$ cat config.mk
export PLATFORM = sky130hd
export DESIGN_NAME = vec_store_seq
export DESIGN_NICKNAME = d
export VERILOG_FILES = /design/src/rtl/vec_store_seq.sv
export SDC_FILE = /design/constraint.sdc
export NUM_CORES = 1
export LEC_CHECK = 0
export BUFFER_PORTS_ARGS = -buffer_cell sky130_fd_sc_hd__buf_4
export CAP_MARGIN = 20
export CORE_MARGIN = 4
export CORE_UTILIZATION = 52
export CTS_CLUSTER_SIZE = 8
export DETAILED_ROUTE_END_ITERATION = 8
export GPL_ROUTABILITY_DRIVEN = 0
export PLACE_DENSITY_LB_ADDON = 0.12
export SLEW_MARGIN = 20
export SYNTH_ARGS = -nofsm -noshare
export SYNTH_HDL_FRONTEND = slang
export SYNTH_SLANG_ARGS = --single-unit
$ cat constraint.sdc
create_clock -name clk -period 1.96 [get_ports clk]
set_input_delay 0.196 -clock clk [delete_from_list [all_inputs] [get_ports clk]]
set_output_delay 0.196 -clock clk [all_outputs]
set_load 0.01 [all_outputs]
$ cat src/rtl/vec_store_seq.sv
// Splits one latched 128-bit vector into up to four masked word writes; write n lands n cycles after accept, done follows the last.
// A mem_ready stall freezes the current beat; no new vector is accepted until the done cycle has passed.
module vec_store_seq #(
    parameter int ADDR_W = 16
) (
    input  logic              clk,
    input  logic              rst,
    input  logic              in_valid,
    output logic              in_ready,
    input  logic [127:0]      in_data,
    input  logic [ADDR_W-1:0] in_addr,
    input  logic [15:0]       in_mask,
    output logic              mem_we,
    output logic [ADDR_W-1:0] mem_addr,
    output logic [31:0]       mem_wdata,
    output logic [3:0]        mem_be,
    input  logic              mem_ready,
    output logic              busy,
    output logic              done
);

    typedef enum logic [1:0] {
        S_IDLE  = 2'd0,
        S_WRITE = 2'd1,
        S_DONE  = 2'd2
    } state_t;

    state_t              state_q, state_d;
    logic [1:0]          k_q, k_d;
    logic [127:0]        data_q, data_d;
    logic [ADDR_W-1:0]   addr_q, addr_d;
    logic [15:0]         mask_q, mask_d;
    logic [2:0]          nb;
    logic                wr;

    // Lowest beat at or above 'from' whose mask nibble is nonzero; 4 means none left.
    function automatic logic [2:0] next_beat(input logic [15:0] m, input logic [2:0] from);
        logic [2:0] r;
        r = 3'd4;
        for (int b = 3; b >= 0; b--) begin
            if (b >= int'(from) && m[4*b +: 4] != 4'h0) begin
                r = 3'(b);
            end
        end
        return r;
    endfunction

    always_comb begin
        state_d = state_q;
        k_d     = k_q;
        data_d  = data_q;
        addr_d  = addr_q;
        mask_d  = mask_q;
        nb      = 3'd4;
        case (state_q)
            S_IDLE: begin
                if (in_valid) begin
                    data_d = in_data;
                    addr_d = in_addr;
                    mask_d = in_mask;
                    nb     = next_beat(in_mask, 3'd0);
                    if (nb[2]) begin
                        state_d = S_DONE;
                        k_d     = 2'd0;
                    end else begin
                        state_d = S_WRITE;
                        k_d     = nb[1:0];
                    end
                end
            end
            S_WRITE: begin
                if (mem_ready) begin
                    nb = next_beat(mask_q, {1'b0, k_q} + 3'd1);
                    if (nb[2]) begin
                        state_d = S_DONE;
                    end else begin
                        k_d = nb[1:0];
                    end
                end
            end
            S_DONE:  state_d = S_IDLE;
            default: state_d = S_IDLE;
        endcase
    end

    always_ff @(posedge clk) begin
        if (rst) begin
            state_q <= S_IDLE;
            k_q     <= 2'd0;
            data_q  <= '0;
            addr_q  <= '0;
            mask_q  <= '0;
        end else begin
            state_q <= state_d;
            k_q     <= k_d;
            data_q  <= data_d;
            addr_q  <= addr_d;
            mask_q  <= mask_d;
        end
    end

    // Outputs are forced quiet while rst is held, even before the first reset edge.
    assign wr        = (state_q == S_WRITE) && !rst;
    assign mem_we    = wr;
    assign mem_addr  = wr ? addr_q + ADDR_W'(k_q) : '0;
    assign mem_wdata = wr ? data_q[32*k_q +: 32] : 32'h0;
    assign mem_be    = wr ? mask_q[4*k_q +: 4] : 4'h0;
    assign in_ready  = (state_q == S_IDLE) && !rst;
    assign busy      = (state_q != S_IDLE) && !rst;
    assign done      = (state_q == S_DONE) && !rst;

endmodule
==> impl_results.md, run 1 <==
* Yosys warning total at 0
* Vias in the first global route at between 6k and 7k
* Final Hold Viols at 0
* Minimum clock period at roughly 2200 ps
* H-tree depth at 4
* Max-cap check violation count at 0
* Hold WC Path Type: input port to flop
* Outcome: finished with violations
* Area grow syn2layout at 43.09%
* Async set-or-reset flop fraction in the synthesized netlist at 0
* Post-Synthesis Cells at just under 900
* Total GRT Usage at 0.2599
* Most numerous cell in the Yosys netlist: nand2_1
* GR Overflow Total at 0
* Netlist Area Pre-Place at approximately 7300 µm²
* CTS buffer count at 17
* Routed WL per cell at 16.70 µm
* Die span in x at ~130 µm
* Final wirelength at 21550 µm
* Sequential area share after synthesis at 0.4516
* Cells after DPL at roughly 1.2k
* Worst Setup SP: k_q[1]
* Port Buffers at between 200 and 250
* Post-route ant nets at 0
* 1st-iter DRT viols at 482
* Final period util at 1.105
* Failing checks: negative setup slack
* Min setup slack post-route at -205.9 ps
* First drt pass iteration count at 5
* FF/Latch Area at 3302 µm²
* Skew-Pair Late Insertion Delay at between 400 and 500 ps
* Slew HR at 0.4015
* Dpl hpwl at between 10000 and 15000 µm
* # diodes at 0
* Die area at 15940 µm²
* Max Fclk at 461.7 MHz
* Area leader, netlist: dfxtp_1
* Filler Cell Count at roughly 1k
* Via density at 5.451
* Main synth FF type: dfxtp_1
* Pwr dens at roughly 830 nW/µm²
* Critical Path Sink Type: output port
* Total Nets Final at 1269
* Reg2Reg Depth at 5
* Clock slew at reported path FFs at 60 ps
* Area of the multi-input gates at between 3000 and 4000 µm²
* Slew Viols, Final at 0
* Syn_nets at around 1.1k
* Leak at approximately 4.2 nW
* Crit Path Category: flop to output port
* Maximum VDD drop at approximately 0.70 mV
* EDFF count, synth at 0
* Top cells by area, synth: dfxtp_1 45%, nand2_1 17%, a21oi_1 11%, mux4_2 11%, and2_1 3.4%
* Synthesized area per cell at between 8 and 9 µm²
* CTS tree: built
* RSZ-0062 raised after global routing: yes
* Reg-to-reg slack, setup at roughly 190 ps
* CP required at 1760 ps
* Hold Crit Start: in_addr[10]
* Initial Utilization at 0.5405
* CP max FO at 5
* Ports at 220
* Clk buf depth at 2
* Total core area at roughly 13000 µm²
* Share of post-route cells with drive strength above 1 at 0.3591
* Hold path cells at 3
* Synth top cells by count: 326 x nand2_1, 164 x dfxtp_1, 162 x a21oi_1, 46 x clkbuf_1, 40 x and2_1
* Residual DRC count at 0
* Critical R2R Launch: k_q[0]
* Die Span Y at about 130 µm
* Final setup violation count at slightly below 50
* Worst slew pin tran at between 800 and 900 ps
* Largest net degree at the start of global routing at 89
* Clk_skew at approximately 7.5 ps
* Initial antenna violation count at 0
* Clock Tree Root: clkbuf_16
* Synth Register Bits at between 150 and 200
* CP Launch Type: flop
* Row cnt at 42
* Via count at about 7k
* CP arrival at 1970 ps
* Non-filler cells, final at 1290
* CTS Sinks at between 150 and 200
* First-pass GRT wire length at ~34000 µm
* Share of the synthesized area in the top cell type at 0.4516
* Post-synth cell types at 42
* Worst slack, placed at between 80 and 90 ps
==> what timing repair did <==
| item | 4_1_cts | 5_1_grt |
|---|---|---|
| endpoints found under the hold margin | 0 | 1 |
| setup endpoints to repair | 52 | 52 |
| pin swaps | 16 | 10 |
| resized for setup | 103 | 12 |
| buffers inserted | 12 | 4 |
| hold buffers | 0 | 1 |
| cloned | 2 | 3 |
==> placed cells by master, fill, tap and decap left out, types with 9 or more instances in the layout <==
cell type,count
xnor2_1,9
and2_4,37
dfxtp_2,9
nand2_1,324
buf_4,209
buf_6,39
a21oi_1,161
buf_12,10
dfxtp_1,153
clkbuf_16,19
mux4_2,36
nor2_1,19
==> metrics by stage <==
step	total power, mW	utilization	hold WS [ps]	cell area [µm²]	setup TNS [ps]
2_1_floorplan	4.554	-	332.0	7271	0
3_3_place_gp	5.135	0.6818	438.5	9173	0
3_5_place_dp	5.161	0.6818	444.4	9173	0
4_1_cts	8.653	0.7665	4.361	10310	-4723
5_1_grt	9.004	0.7733	11.15	10400	-7763
6_report	8.681	0.7733	15.36	10400	-4884
==> routing by layer <==
metal	GRT usage	wire length (µm)
met1	0.3248	8673
met2	0.4332	10860
met4	0.09464	448
met5	0	0
met3	0.07028	1561
==> critical path, cell delays in order (launching register included) <==
cell and delay, ps:
dfxtp_4 380, ha_4 290, a21oi_4 80, nor4_4 280, a31oi_1 150, a41o_1 240, buf_6 120
==> kinds of logic (layout without fill, tap and decap cells) <==
logic type               count (synthesis)  in the layout  synth area share
adder cells (fa/ha/maj)                  3              3          0.006195
flip-flops                             164            164            0.4516
AO/OA/AOI/OAI                          177            177            0.1291
AND/OR/NAND/NOR                        420            420            0.2444
buffers and inverters                   74            301           0.04147
multiplexers                            37             37            0.1129
XOR/XNOR                                12             12           0.01446
==> flip-flops by register name, indices dropped and copies added (netlist names) <==
signal	flops
state_q	2
data_q	128
addr_q	16
mask_q	16
k_q	2
==> path summary, 6_finish.rpt <==
kind	to
max	mem_addr[13]
min	addr_q[10]
max reg2reg	k_q[1]
min reg2reg	data_q[98]
==> final cells by class <==
cell class	count	area share
multi-input cells	649	0.3767
flip-flops and latches	164	0.3174
repair buffers	265	0.2250
clock buffers	23	0.04594
well taps	176	0.02117
clock inverters	8	0.01203
inverters	5	0.001804
==> power breakdown <==
part	internal (mW)	switching (mW)	total [mW]
Clock	2.10	1.31	3.40
Sequential	3.57	0.145	3.71
Combinational	0.810	0.756	1.57
Total	6.47	2.21	8.68
No activity file was read; power rests on OpenSTA's default activity.
==> run 2, diff against run 1 <==
--- a/config.mk
+++ b/config.mk
@@ -12,6 +12,7 @@
 export CTS_CLUSTER_SIZE = 8
 export DETAILED_ROUTE_END_ITERATION = 8
 export GPL_ROUTABILITY_DRIVEN = 0
+export GPL_TIMING_DRIVEN = 0
 export PLACE_DENSITY_LB_ADDON = 0.12
 export SLEW_MARGIN = 20
 export SYNTH_ARGS = -nofsm -noshare
==> run 2 against run 1 <==
  * Design area is essentially flat
  * The run still ends with negative setup slack left
  * Maximum frequency shrank 3.2%
  * Critical path depth increased by 1
  * Non-clock buffer count grew 40
  * Combinational power is 3% higher
  * Clock skew up 0.92 ps
  * Routed wire length grew 12%
  * Setup slack worse by 72 ps
  * Total power grew 4.4%
  * Global-route usage is 2.8 points higher
  * Worst hold slack worse by 7.2 ps
  * Via count is 5.5% higher
  * Largest power group unchanged
==> impl_results.md, run 2 (synthesis gave the netlist of run 1 again) <==
* CTS tree: built
* Initial antenna violation count at 0 (unchanged)
* Commonest non-fill, non-tap cell in the layout: nand2_1
* Minimum clock period at 2237 ps (+71.55 ps)
* Leak at 4.259 nW (+0.42%)
* Final period util at 1.142 (+0.03651)
* Largest registers: data_q: 128 flops, addr_q: 16 flops, mask_q: 16 flops
* Final instance area at 10410 µm² (about the same)
* Top reg by flops: data_q
* Skew-Pair Late Insertion Delay at 430 ps (about the same)
* Die Span Y at 126.2 µm (unchanged)
* Die area at 15940 µm² (unchanged)
* Port Buffers at 218 (-0.46%)
* Initial Utilization at 0.5405 (unchanged)
* Share of post-route cells with drive strength above 1 at 0.3420 (-0.01708)
* Clk buf depth at 2 (unchanged)
* Hold-fix buffers at CTS at 0 (unchanged)
* Final setup violation count at 49 (unchanged)
* Slew Viols, Final at 0 (unchanged)
* Via density at 5.568 (+2.1%)
* CTS buffer count at 17 (unchanged)
* Max-cap check violation count at 0 (unchanged)
* Vias in the first global route at 7188 (+4.3%)
* GR Overflow Total at 0 (unchanged)
* Post-DP Area at 9128 µm² (-0.49%)
* CP arrival at 2040 ps (+70 ps)
* Row cnt at 42 (unchanged)
* Filler Cell Count at 989 (-2.4%)
* Outcome: finished with violations
* Critical Path Sink Type: output port
* Max Fclk at 446.9 MHz (-3.2%)
* CP max FO at 5 (unchanged)
* Post-route ant nets at 0 (unchanged)
* Final Hold Viols at 0 (unchanged)
* Via count at 7417 (+5.5%)
* Routed WL per cell at 18.16 µm (+8.7%)
* Total GRT Usage at 0.2876 (+0.02764)
* Die span in x at 126.2 µm (unchanged)
* First-pass GRT wire length at 36400 µm (+7.9%)
* Clk_skew at 8.403 ps (+0.9237 ps)
* Max reg flops at 128 (unchanged)
* Clock Tree Root: clkbuf_16
* Pwr dens at 870.2 nW/µm² (+4.3%)
* CP required at 1760 ps (about the same)
* Total Nets Final at 1309 (+3.2%)
* Min setup slack post-route at -277.5 ps (-71.55 ps)
* Failing checks: negative setup slack
* Area of the multi-input gates at 3870 µm² (-1.2%)
* 1st-iter DRT viols at 547 (+13%)
* Commonest cells after routing, fill and taps aside: 325 x nand2_1, 215 x buf_4, 160 x a21oi_1, 153 x dfxtp_1, 36 x mux4_2
* CTS Sinks at 164 (unchanged)
* Crit Path Category: flop to output port
* RSZ-0062 raised after global routing: yes
* Largest net degree at the start of global routing at 17 (-81%)
* Maximum VDD drop at 0.6046 mV (-14%)
* Final wirelength at 24190 µm (+12%)
* Total core area at 13450 µm² (unchanged)
* Clock slew at reported path FFs at 70 ps (about the same)
* First drt pass iteration count at 5 (unchanged)
* Ports at 220 (unchanged)
* Area grow syn2layout at 43.23% (about the same)
* Dpl hpwl at 16410 µm (+21%)
* Core Util, Final at 0.7741 (about the same)
* CP Launch Type: flop
* H-tree depth at 4 (unchanged)
* FF/Latch Area at 3307 µm² (+0.15%)
* Slew HR at 0.5640 (+0.1625)
* Residual DRC count at 0 (unchanged)
* Hold WC Path Type: input port to flop
* Worst slew pin tran at 654.0 ps (-243.8 ps)
## run 2: changes by cell type in the layout (fill, tap and decap cells not counted), moves of 6 or more
cell	delta
clkbuf_1	+28
and2_1	+20
and2_4	-20
buf_6	-16
clkbuf_2	+12
buf_2	+10
buf_4	+6
## run 2: final cells by class
class	instances	share of cell area
Antenna cell	1	0.0002403
Buffer	68	0.03869
Clock buffer	17	0.04085
Clock inverter	15	0.02199
Inverter	5	0.001802
Multi-Input combinational cell	649	0.3716
Sequential cell	164	0.3176
Tap cell	176	0.02115
Timing Repair Buffer	237	0.1861
## run 2: worst paths after layout
check               from          end  slack, ps  cells after the start
max               k_q[0]  mem_addr[4]       -280                      7
min          in_data[47]   data_q[47]          8                      3
max reg2reg       k_q[1]       k_q[1]        130                      6
min reg2reg   data_q[42]   data_q[42]        450                      2
## run 2: where the power goes
group | switching (mW) | leakage, nW | internal [mW] | total [mW]
combinational | 0.807 | 2.61 | 0.800 | 1.61
clock | 1.46 | 0.300 | 2.27 | 3.73
sequential | 0.161 | 1.35 | 3.57 | 3.73
total | 2.42 | 4.26 | 6.64 | 9.06
## run 2: through the flow
step / setup slack [ps] / cells / setup TNS, ps / hold slack (ps) / total power, mW
after floorplan: 269.5 / 887 / 0 / 332.0 / 4.554
after detailed placement: -314.1 / 1281 / -15760 / 444.7 / 5.160
after CTS: -212.5 / 1323 / -6406 / 3.921 / 8.956
after global placement: -294.1 / 1281 / -10990 / 438.7 / 5.131
final: -277.5 / 1332 / -6638 / 8.134 / 9.062
after global routing: -311.0 / 1331 / -9146 / 2.650 / 9.348
## run 2: timing repair
item,CTS,global route
setup endpoints to repair,153,163
hold endpoints to repair,0,0
cloned,1,2
pin swaps,21,20
gates resized for setup,101,44
setup buffers,9,7
## run 2: worst max-delay path, cell delays in order, from the launching register on
cell	delay, ps
dfxtp_4	370
ha_4	160
fa_2	410
and3_4	190
buf_4	130
xnor2_1	110
nor2_1	100
buf_4	130
## run 2: layer usage
| layer | track usage | part of all wire | vias up |
|---|---|---|---|
| met2 | 0.4789 | 0.50 | 346 |
| li1 | - | - | 3493 |
| met3 | 0.05504 | 0.076 | 54 |
| met1 | 0.3702 | 0.40 | 3524 |
| met5 | 0 | 0 | - |
| met4 | 0.1136 | 0.028 | 0 |
